--- src/rtl/cpu_sequencer_pkg.sv ---
// Shared types for the 9-bit CPU sequencer: sequencer states, the decoder's
// ControlSignals bundle and the instruction opcode encoding.
package cpu_sequencer_pkg;

  localparam int INSTR_W = 9;
  localparam int OPC_W   = 3;

  typedef enum logic [OPC_W-1:0] {
    OP_ADD = 3'd0,
    OP_XOR = 3'd1,
    OP_LW  = 3'd2,
    OP_SW  = 3'd3,
    OP_BR  = 3'd4
  } opcode_t;

  typedef struct packed {
    logic branch;
    logic memRead;
    logic memWrite;
    logic writeEnable;
  } ControlSignals;

  typedef enum logic [2:0] {
    IDLE  = 3'd0,
    FETCH = 3'd1,
    EXEC  = 3'd2,
    MEM   = 3'd3,
    WB    = 3'd4,
    HALT  = 3'd5
  } seq_state_t;

  function automatic logic is_mem_op(input ControlSignals c);
    return c.memRead | c.memWrite;
  endfunction

endpackage

--- src/rtl/cpu_sequencer_pc_unit.sv ---
// Program counter for the sequencer: holds pc, picks branch target or pc+1 on
// retire, and flags when the retiring instruction ends the program.
module cpu_sequencer_pc_unit #(
  parameter int PC_W     = 8,
  parameter int PROG_LEN = 256
) (
  input  logic            clk,
  input  logic            init_n,
  input  logic            clear_i,
  input  logic            retire_i,
  input  logic            taken_i,
  input  logic [PC_W-1:0] br_target_i,
  output logic [PC_W-1:0] pc_o,
  output logic            halt_o
);

  localparam logic [PC_W-1:0] LAST_PC = PC_W'(PROG_LEN - 1);

  logic [PC_W-1:0] pc_q, pc_d;
  logic [PC_W-1:0] next_pc;

  always_comb begin
    next_pc = taken_i ? br_target_i : pc_q + PC_W'(1);
    // A taken branch out of the last word keeps running.
    halt_o  = (pc_q == LAST_PC) && !taken_i;
    pc_d    = pc_q;
    if (clear_i) begin
      pc_d = '0;
    end else if (retire_i && !halt_o) begin
      pc_d = next_pc;
    end
  end

  always_ff @(posedge clk) begin
    if (!init_n) begin
      pc_q <= '0;
    end else begin
      pc_q <= pc_d;
    end
  end

  assign pc_o = pc_q;

endmodule

--- src/rtl/cpu_sequencer.sv ---
// Multi-cycle instruction sequencer: FETCH/EXEC/MEM/WB stepping, IR, memory
// handshake and a saturating retired-instruction counter.
module cpu_sequencer
  import cpu_sequencer_pkg::*;
#(
  parameter int PC_W     = 8,
  parameter int PROG_LEN = 256,
  parameter int CNT_W    = 16
) (
  input  logic               clk,
  input  logic               init_n,
  input  logic               start,
  input  logic [INSTR_W-1:0] instr_in,
  input  ControlSignals      ctrl_in,
  input  logic               alu_zero,
  input  logic [PC_W-1:0]    br_target,
  input  logic               mem_ack,
  output logic [PC_W-1:0]    pc,
  output logic [INSTR_W-1:0] ir,
  output logic               ir_load,
  output logic               reg_we,
  output logic               mem_rd,
  output logic               mem_wr,
  output logic               busy,
  output logic               done,
  output logic [CNT_W-1:0]   instr_count
);

  seq_state_t         state_q, state_d;
  logic [INSTR_W-1:0] ir_q, ir_d;
  logic [CNT_W-1:0]   cnt_q, cnt_d;
  logic               retire;
  logic               clear_pc;
  logic               taken;
  logic               halt_now;

  cpu_sequencer_pc_unit #(
    .PC_W     (PC_W),
    .PROG_LEN (PROG_LEN)
  ) u_pc_unit (
    .clk         (clk),
    .init_n      (init_n),
    .clear_i     (clear_pc),
    .retire_i    (retire),
    .taken_i     (taken),
    .br_target_i (br_target),
    .pc_o        (pc),
    .halt_o      (halt_now)
  );

  always_comb begin
    state_d  = state_q;
    ir_d     = ir_q;
    cnt_d    = cnt_q;
    retire   = 1'b0;
    clear_pc = 1'b0;
    taken    = ctrl_in.branch && alu_zero;
    case (state_q)
      IDLE, HALT: begin
        if (start) begin
          state_d  = FETCH;
          clear_pc = 1'b1;
          cnt_d    = '0;
        end
      end
      FETCH: begin
        ir_d    = instr_in;
        state_d = EXEC;
      end
      EXEC: begin
        if (is_mem_op(ctrl_in)) begin
          state_d = MEM;
        end else if (ctrl_in.writeEnable) begin
          state_d = WB;
        end else begin
          retire = 1'b1;
        end
      end
      MEM: begin
        if (mem_ack) begin
          if (ctrl_in.memRead) begin
            state_d = WB;
          end else begin
            retire = 1'b1;
          end
        end
      end
      WB: begin
        retire = 1'b1;
      end
      default: begin
        state_d = IDLE;
      end
    endcase
    if (retire) begin
      cnt_d   = (&cnt_q) ? cnt_q : cnt_q + CNT_W'(1);
      state_d = halt_now ? HALT : FETCH;
    end
  end

  always_ff @(posedge clk) begin
    if (!init_n) begin
      state_q <= IDLE;
      ir_q    <= '0;
      cnt_q   <= '0;
    end else begin
      state_q <= state_d;
      ir_q    <= ir_d;
      cnt_q   <= cnt_d;
    end
  end

  // Strobes depend only on registered state (and the decoded IR in MEM).
  assign ir_load     = (state_q == FETCH);
  assign reg_we      = (state_q == WB);
  assign mem_rd      = (state_q == MEM) && ctrl_in.memRead;
  assign mem_wr      = (state_q == MEM) && ctrl_in.memWrite;
  assign busy        = (state_q == FETCH) || (state_q == EXEC) ||
                       (state_q == MEM)   || (state_q == WB);
  assign done        = (state_q == HALT);
  assign ir          = ir_q;
  assign instr_count = cnt_q;

endmodule

--- config.mk ---
export PLATFORM = sky130hd
export DESIGN_NAME = cpu_sequencer
export DESIGN_NICKNAME = d
export VERILOG_FILES = /design/src/rtl/cpu_sequencer_pkg.sv /design/src/rtl/cpu_sequencer_pc_unit.sv /design/src/rtl/cpu_sequencer.sv
export SDC_FILE = /design/constraint.sdc
export NUM_CORES = 1
export LEC_CHECK = 0
export ABC_AREA = 1
export CAP_MARGIN = 25
export CORE_ASPECT_RATIO = 0.8
export CORE_MARGIN = 2
export CORE_UTILIZATION = 34
export CTS_CLUSTER_DIAMETER = 40
export CTS_CLUSTER_SIZE = 10
export DETAILED_ROUTE_END_ITERATION = 7
export PLACE_DENSITY = 0.68
export RECOVER_POWER = 25
export SLEW_MARGIN = 30
export SYNTH_ARGS = -nofsm -noshare
export SYNTH_HDL_FRONTEND = slang
export SYNTH_HIERARCHICAL = 1
export SYNTH_SLANG_ARGS = --single-unit
--- constraint.sdc ---
create_clock -name clk -period 1.7 [get_ports clk]
set_input_delay 0.17 -clock clk [delete_from_list [all_inputs] [get_ports clk]]
set_output_delay 0.17 -clock clk [all_outputs]
set_load 0.01 [all_outputs]
### Word-level counts from Yosys, hierarchy flattened

Index checks and enable logic that the tools add are counted.

* mux-type cells: 20
* bitwise logic cells: 2
* reduce and logical (&&, ||, !) cells: 18
* equality and inequality tests: 12
* add/sub/neg operators: 2

Operators by type and width (count)
* $mux W16: 4
* $mux W3: 7
* $add A16 B1 Y16 const B: 1
* $reduce_and A16 Y1: 1
* $pmux W3 S5: 1
* $ne A3 B2 Y1 const B: 3
* $add A8 B1 Y8 const B: 1
* $eq A8 B8 Y1 const B: 1
* $mux W8: 1
* $eq A3 B2 Y1 const B: 2
* $eq A3 B3 Y1 const B: 2
* $mux W1: 6
* $logic_and A1 B1 Y1: 5
* $reduce_and A5 Y1: 1
* $ne A4 B3 Y1 const B: 1
* $reduce_bool A2 Y1: 2
* $reduce_or A2 Y1: 2
* $eq A3 B1 Y1 const B: 1
* $logic_not A3 Y1: 1
* $logic_or A1 B1 Y1: 3
* $pmux W1 S3: 1
* $reduce_and A3 Y1: 1
* $logic_not A1 Y1: 2
* $ne A2 B1 Y1 const B: 1
* other kinds (3): 3

* flip-flop bits (word level): 36
* input port bits: 26

### Logic depth before layout (Yosys ltp)

* depth after elaboration: 5
* mapped depth: 11
* mapped depth without buffers: 10

### Modules after synthesis

The synthesis kept the hierarchy.

By module, submodules not included
* cpu_sequencer: area each 1610.3 um^2, cells each 250, times used 1
* cpu_sequencer_pc_unit: area each 584.3 um^2, cells each 92, times used 1

### Worst setup path before layout

No wires, ideal clock.

* path kind: reg-to-reg
* from: reg cnt_q[0], in the netlist instr_count[0]
* to: reg cnt_q[3], in the netlist instr_count[3]
* arrival: 1558 ps
* slack: 74 ps
* stages on the path, launching flop included: 9
* cell sequence: dfxtp_1 ha_1 nand2_1 nor2_4 nand4_4 a21oi_2 buf_6 nand2_1 a21oi_2

* longest elaborated chain between the ends: 3
* elaborated cells between the ends (all ways): 6

Ends and longest elaborated chain
* start, declared: RTL line cpu_sequencer.sv:31 `logic [CNT_W-1:0] cnt_q, cnt_d;`
* start signal, assigned: RTL line cpu_sequencer.sv:109 `cnt_q <= cnt_d;`
* $add A16 B1 Y16 or $reduce_and A16 Y1 (tied branches): RTL line cpu_sequencer.sv:96 `cnt_d = (&cnt_q) ? cnt_q : cnt_q + CNT_W'(1);`
* $mux W16 or $ne A2 B2 Y1 (tied branches)
* $mux W16 or $reduce_and A3 Y1 (tied branches)

Parallel ways exist; a longest one is shown, timed or not. The select of a mux whose other input is x is not followed.
A chain may end at the register's enable or synchronous reset.

### Final worst setup path

* from: reg state_q[1]
* to: out reg_we

* longest elaborated chain between the ends: 1

Ends and longest elaborated chain
* start, declared: RTL line cpu_sequencer.sv:29 `seq_state_t state_q, state_d;`
* start signal, assigned: RTL line cpu_sequencer.sv:107 `state_q <= state_d;`
* $eq A3 B3 Y1: RTL line cpu_sequencer.sv:115 `assign reg_we = (state_q == WB);`
* end, declared: RTL line cpu_sequencer.sv:21 `output logic reg_we,`

No other way between the ends.

==> flow_summary_export.csv <==
group,metric,value,unit
synth,synth_seq_cells,36,
hold_path,min_to,"ir[0]$_SDFFE_PN0P_",
sta,clock.fmax,622,MHz
grt,grt_pass1_wl,9800,µm
synth,synth_enable_flop_cells,0,
setup_path,rr_worst_depth,10,
power,powerDensity,999,nW/µm²
final_layout,num-fill-cells,638,
setup_path,worst-endpoint-arrival,1.44,ns
setup_path,reg2reg_from,"instr_count[0]$_SDFFE_PN0P_",
setup_path,cp_num_buf_inv,2,
sta,fin_crit,1.61,ns
detailed_routing,num_vias,2417,
sta,drv_slew,0,
placed_design,io_buffers,64,
synth,ys_warn_count,6,
placed_design,place_hpwl,4660,µm
sta,finClkSkew,0.00434,ns
grt,grt_usage,17.5,%
final_layout,layout-drive-gt1-share,13.6,%
synth,synthCells,342,
final_layout,antenna_cells,0,
detailed_routing,ant_nets,0,
synth,synth_fp_nets,370,
setup_path,slowest_delay,0.52,ns
detailed_routing,drt-total-wl,6090,µm
grt,grt.overflow.total,0,
grt,antenna_found_initial,0,
die,die_h,75.9,µm
setup_path,critPathMaxFanout,4,
clock_tree,clock_latency,0.29,ns
detailed_routing,viasPerCell,4.75,
grt,busiest_layer,"met1",
clock_tree,numClockSinks,36,
clock_tree,cts_tree,"yes",
die,die_area,7120,µm²
detailed_routing,drc,0,
setup_path,cp_slowest_cell,"clkdlybuf4s50_1",
clock_tree,cts-buffers-inserted,5,
setup_path,crit_family,"buffers and inverters",
clock_tree,post_cts_buffers,0,
setup_path,regToRegEndpoint,"instr_count[10]$_SDFFE_PN0P_",
sta,period_share,94.6,%
sta,slew-limit-headroom,69.3,%
grt,grt_max_degree,14,
clock_tree,clk_path_buf_depth,2,
sta,setup_viol,0,
setup_path,start_kind,"flip-flop",
die,pin_count,65,
synth,yosysTopAreaCell,"dfxtp_1",
sta,finalHoldViolations,0,
synth,syn_area,2190,µm²
power,peakVddDrop,0.592,mV
hold_path,hp-start,"instr_in[0]",
setup_path,worst_setup_path_end_kind,"primary output",
final_layout,layout.nets,453,
placed_design,dp_cells,502,
synth,synth_top_cell_area_share,32.8,%
detailed_routing,dr.first_iter.drc_count,141,
sta,final.setup.tns,0,ns
placed_design,gp_congestion,0.885,
synth,ys_top_cells_by_count,"nand2_1 (80), nor2_1 (69), inv_1 (38)",
synth,ys_types,32,
sta,worst_slew_pin_slew,0.456,ns
sta,rsz0062_at_grt,"no",
synth,async_flop_share,0,%
die,start_util,34.8,%
placed_design,place_area,3030,µm²
synth,synth.yosys.seq_area_share,32.8,%
clock_tree,htree_num_levels,2,
synth,synth.top_cells.by_area,"dfxtp_1 (33%), nand2_1 (14%), nor2_1 (12%), inv_1 (6.5%), o21ai_0 (6.2%)",
hold_path,hp-class,"in2reg",
setup_path,reg2reg_slack,0.14,ns
setup_path,critPathRequiredTime,1.53,ns
setup_path,path_depth,4,
synth,avgSynthCellArea,6.42,µm²
clock_tree,path_clk_slew,0.07,ns
detailed_routing,routedWlPerCell,12.0,µm
hold_path,hold_path_depth,3,
final_layout,fin_cells,509,
grt,gr-usage-met1,25.6,%
clock_tree,ctsHoldBuffers,0,
power,p_leak,0.00132,µW
grt,grt_pass1_vias,2119,
grt,grt_use_met3,4.06,%
final_layout,finalInstanceArea,3140,µm²
job,cap_viol_max_count,0,
setup_path,path_cells,"nor2_1 -> nand2_2 -> inv_1 -> clkdlybuf4s50_1",
die,core,6310,µm²
setup_path,crit_type,"reg2out",
outcome,status,"completed",
synth,synth.most_common_cell,"nand2_1",
clock_tree,root_buffer,"clkbuf_8",
synth,ys.flop_type,"dfxtp_1",
grt,grtUsageMet2,24.9,%
die,fp.dieW,93.8,µm
final_layout,area_growth,42.9,%
die,rows,26,
detailed_routing,dr.pass1.iters,4,
==> worst min-delay path, cell delays in order <==
cell	delay (ns)
clkdlybuf4s50_1	0.39
nor2_1	0.10
nor2_1	0.05
==> timing repair <==
item                       in CTS  in global routing
cloned                          0                  0
resized for setup               6                  8
setup endpoints to repair       6                  7
pin swaps                       0                  0
==> flip-flops by register name, summed over array words and instances, names as in the netlist <==
name and flops:
instr_count 16, ir 9, state_q 3, u_pc_unit/pc_o 8
==> per-layer routing <==
metal	vias up	share of wire, %
met1	1074	51
met2	71	41
met5	-	0
li1	1263	-
met4	0	1.6
met3	9	7.2
==> cell usage in the layout, fill, tap and decap left out, types with 2 or more instances in the layout <==
| cell type | instances |
|---|---|
| buf_4 | 20 |
| inv_1 | 38 |
| clkdlybuf4s50_1 | 45 |
| nand3_1 | 22 |
| dlygate4sd3_1 | 14 |
| ha_1 | 2 |
| a21oi_1 | 18 |
| nand2_2 | 7 |
| nor2_2 | 5 |
| xor2_1 | 2 |
| dfxtp_2 | 3 |
| nand3b_1 | 3 |
| o21ai_0 | 27 |
| dfxtp_1 | 32 |
| nand2_4 | 2 |
| nor3_1 | 2 |
| nand4_1 | 4 |
| dlygate4sd2_1 | 3 |
| nor2_4 | 2 |
| nand2_1 | 79 |
| nor2_1 | 68 |
| a21oi_2 | 5 |
| clkbuf_8 | 7 |
| o22ai_1 | 2 |
==> area by class of cell <==
class	instances	area (µm²)	area share [%]
Timing Repair Buffer	84	790	25.2
Sequential cell	36	728	23.2
Tap cell	84	105	3.35
Clock buffer	7	96.3	3.07
Inverter	40	155	4.95
Multi-Input combinational cell	258	1260	40.2
==> worst max path at each step <==
stage / from / to / slack (ns)
floorplan: instr_count[0]$_SDFFE_PN0P_ / instr_count[3]$_SDFFE_PN0P_ / 0.07
global placement: ctrl_in[2] / instr_count[10]$_SDFFE_PN0P_ / 0.04
detailed placement: ctrl_in[2] / instr_count[10]$_SDFFE_PN0P_ / -0.00008
CTS: state_q[2]$_SDFFE_PN0P_ / busy / 0.03
global route: instr_count[1]$_SDFFE_PN0P_ / instr_count[10]$_SDFFE_PN0P_ / 0.002
finish: state_q[1]$_SDFFE_PN0P_ / reg_we / 0.09
==> kinds of logic after synthesis <==
logic type / after synthesis / share of synthesized area [%]
AOI/OAI and AO/OA: 55 / 13.9
xor gates and xnor gates: 2 / 0.798
adders and majority gates: 2 / 1.14
buffers and inverters: 48 / 9.69
DFF: 36 / 32.8
and+or+nand+nor: 199 / 41.7
==> metrics by stage <==
stage / total power (µW) / hold slack (ns) / worst slack [ns] / utilization, %
after floorplan: 1890 / 0.305 / 0.0742 / -
after global placement: 2510 / 0.480 / 0.0416 / 48.1
after detailed placement: 2520 / 0.487 / -0.0000838 / 48.1
after CTS: 3190 / 0.458 / 0.0292 / 49.6
after global routing: 3350 / 0.474 / 0.00243 / 49.7
final: 3130 / 0.464 / 0.0916 / 49.7
==> report_power, final <==
group          switching (µW)  internal, µW
logic                     762           593
registers                 119           999
clock network             298           361
total                    1180          1950
No activity file was read; power rests on OpenSTA's default activity.
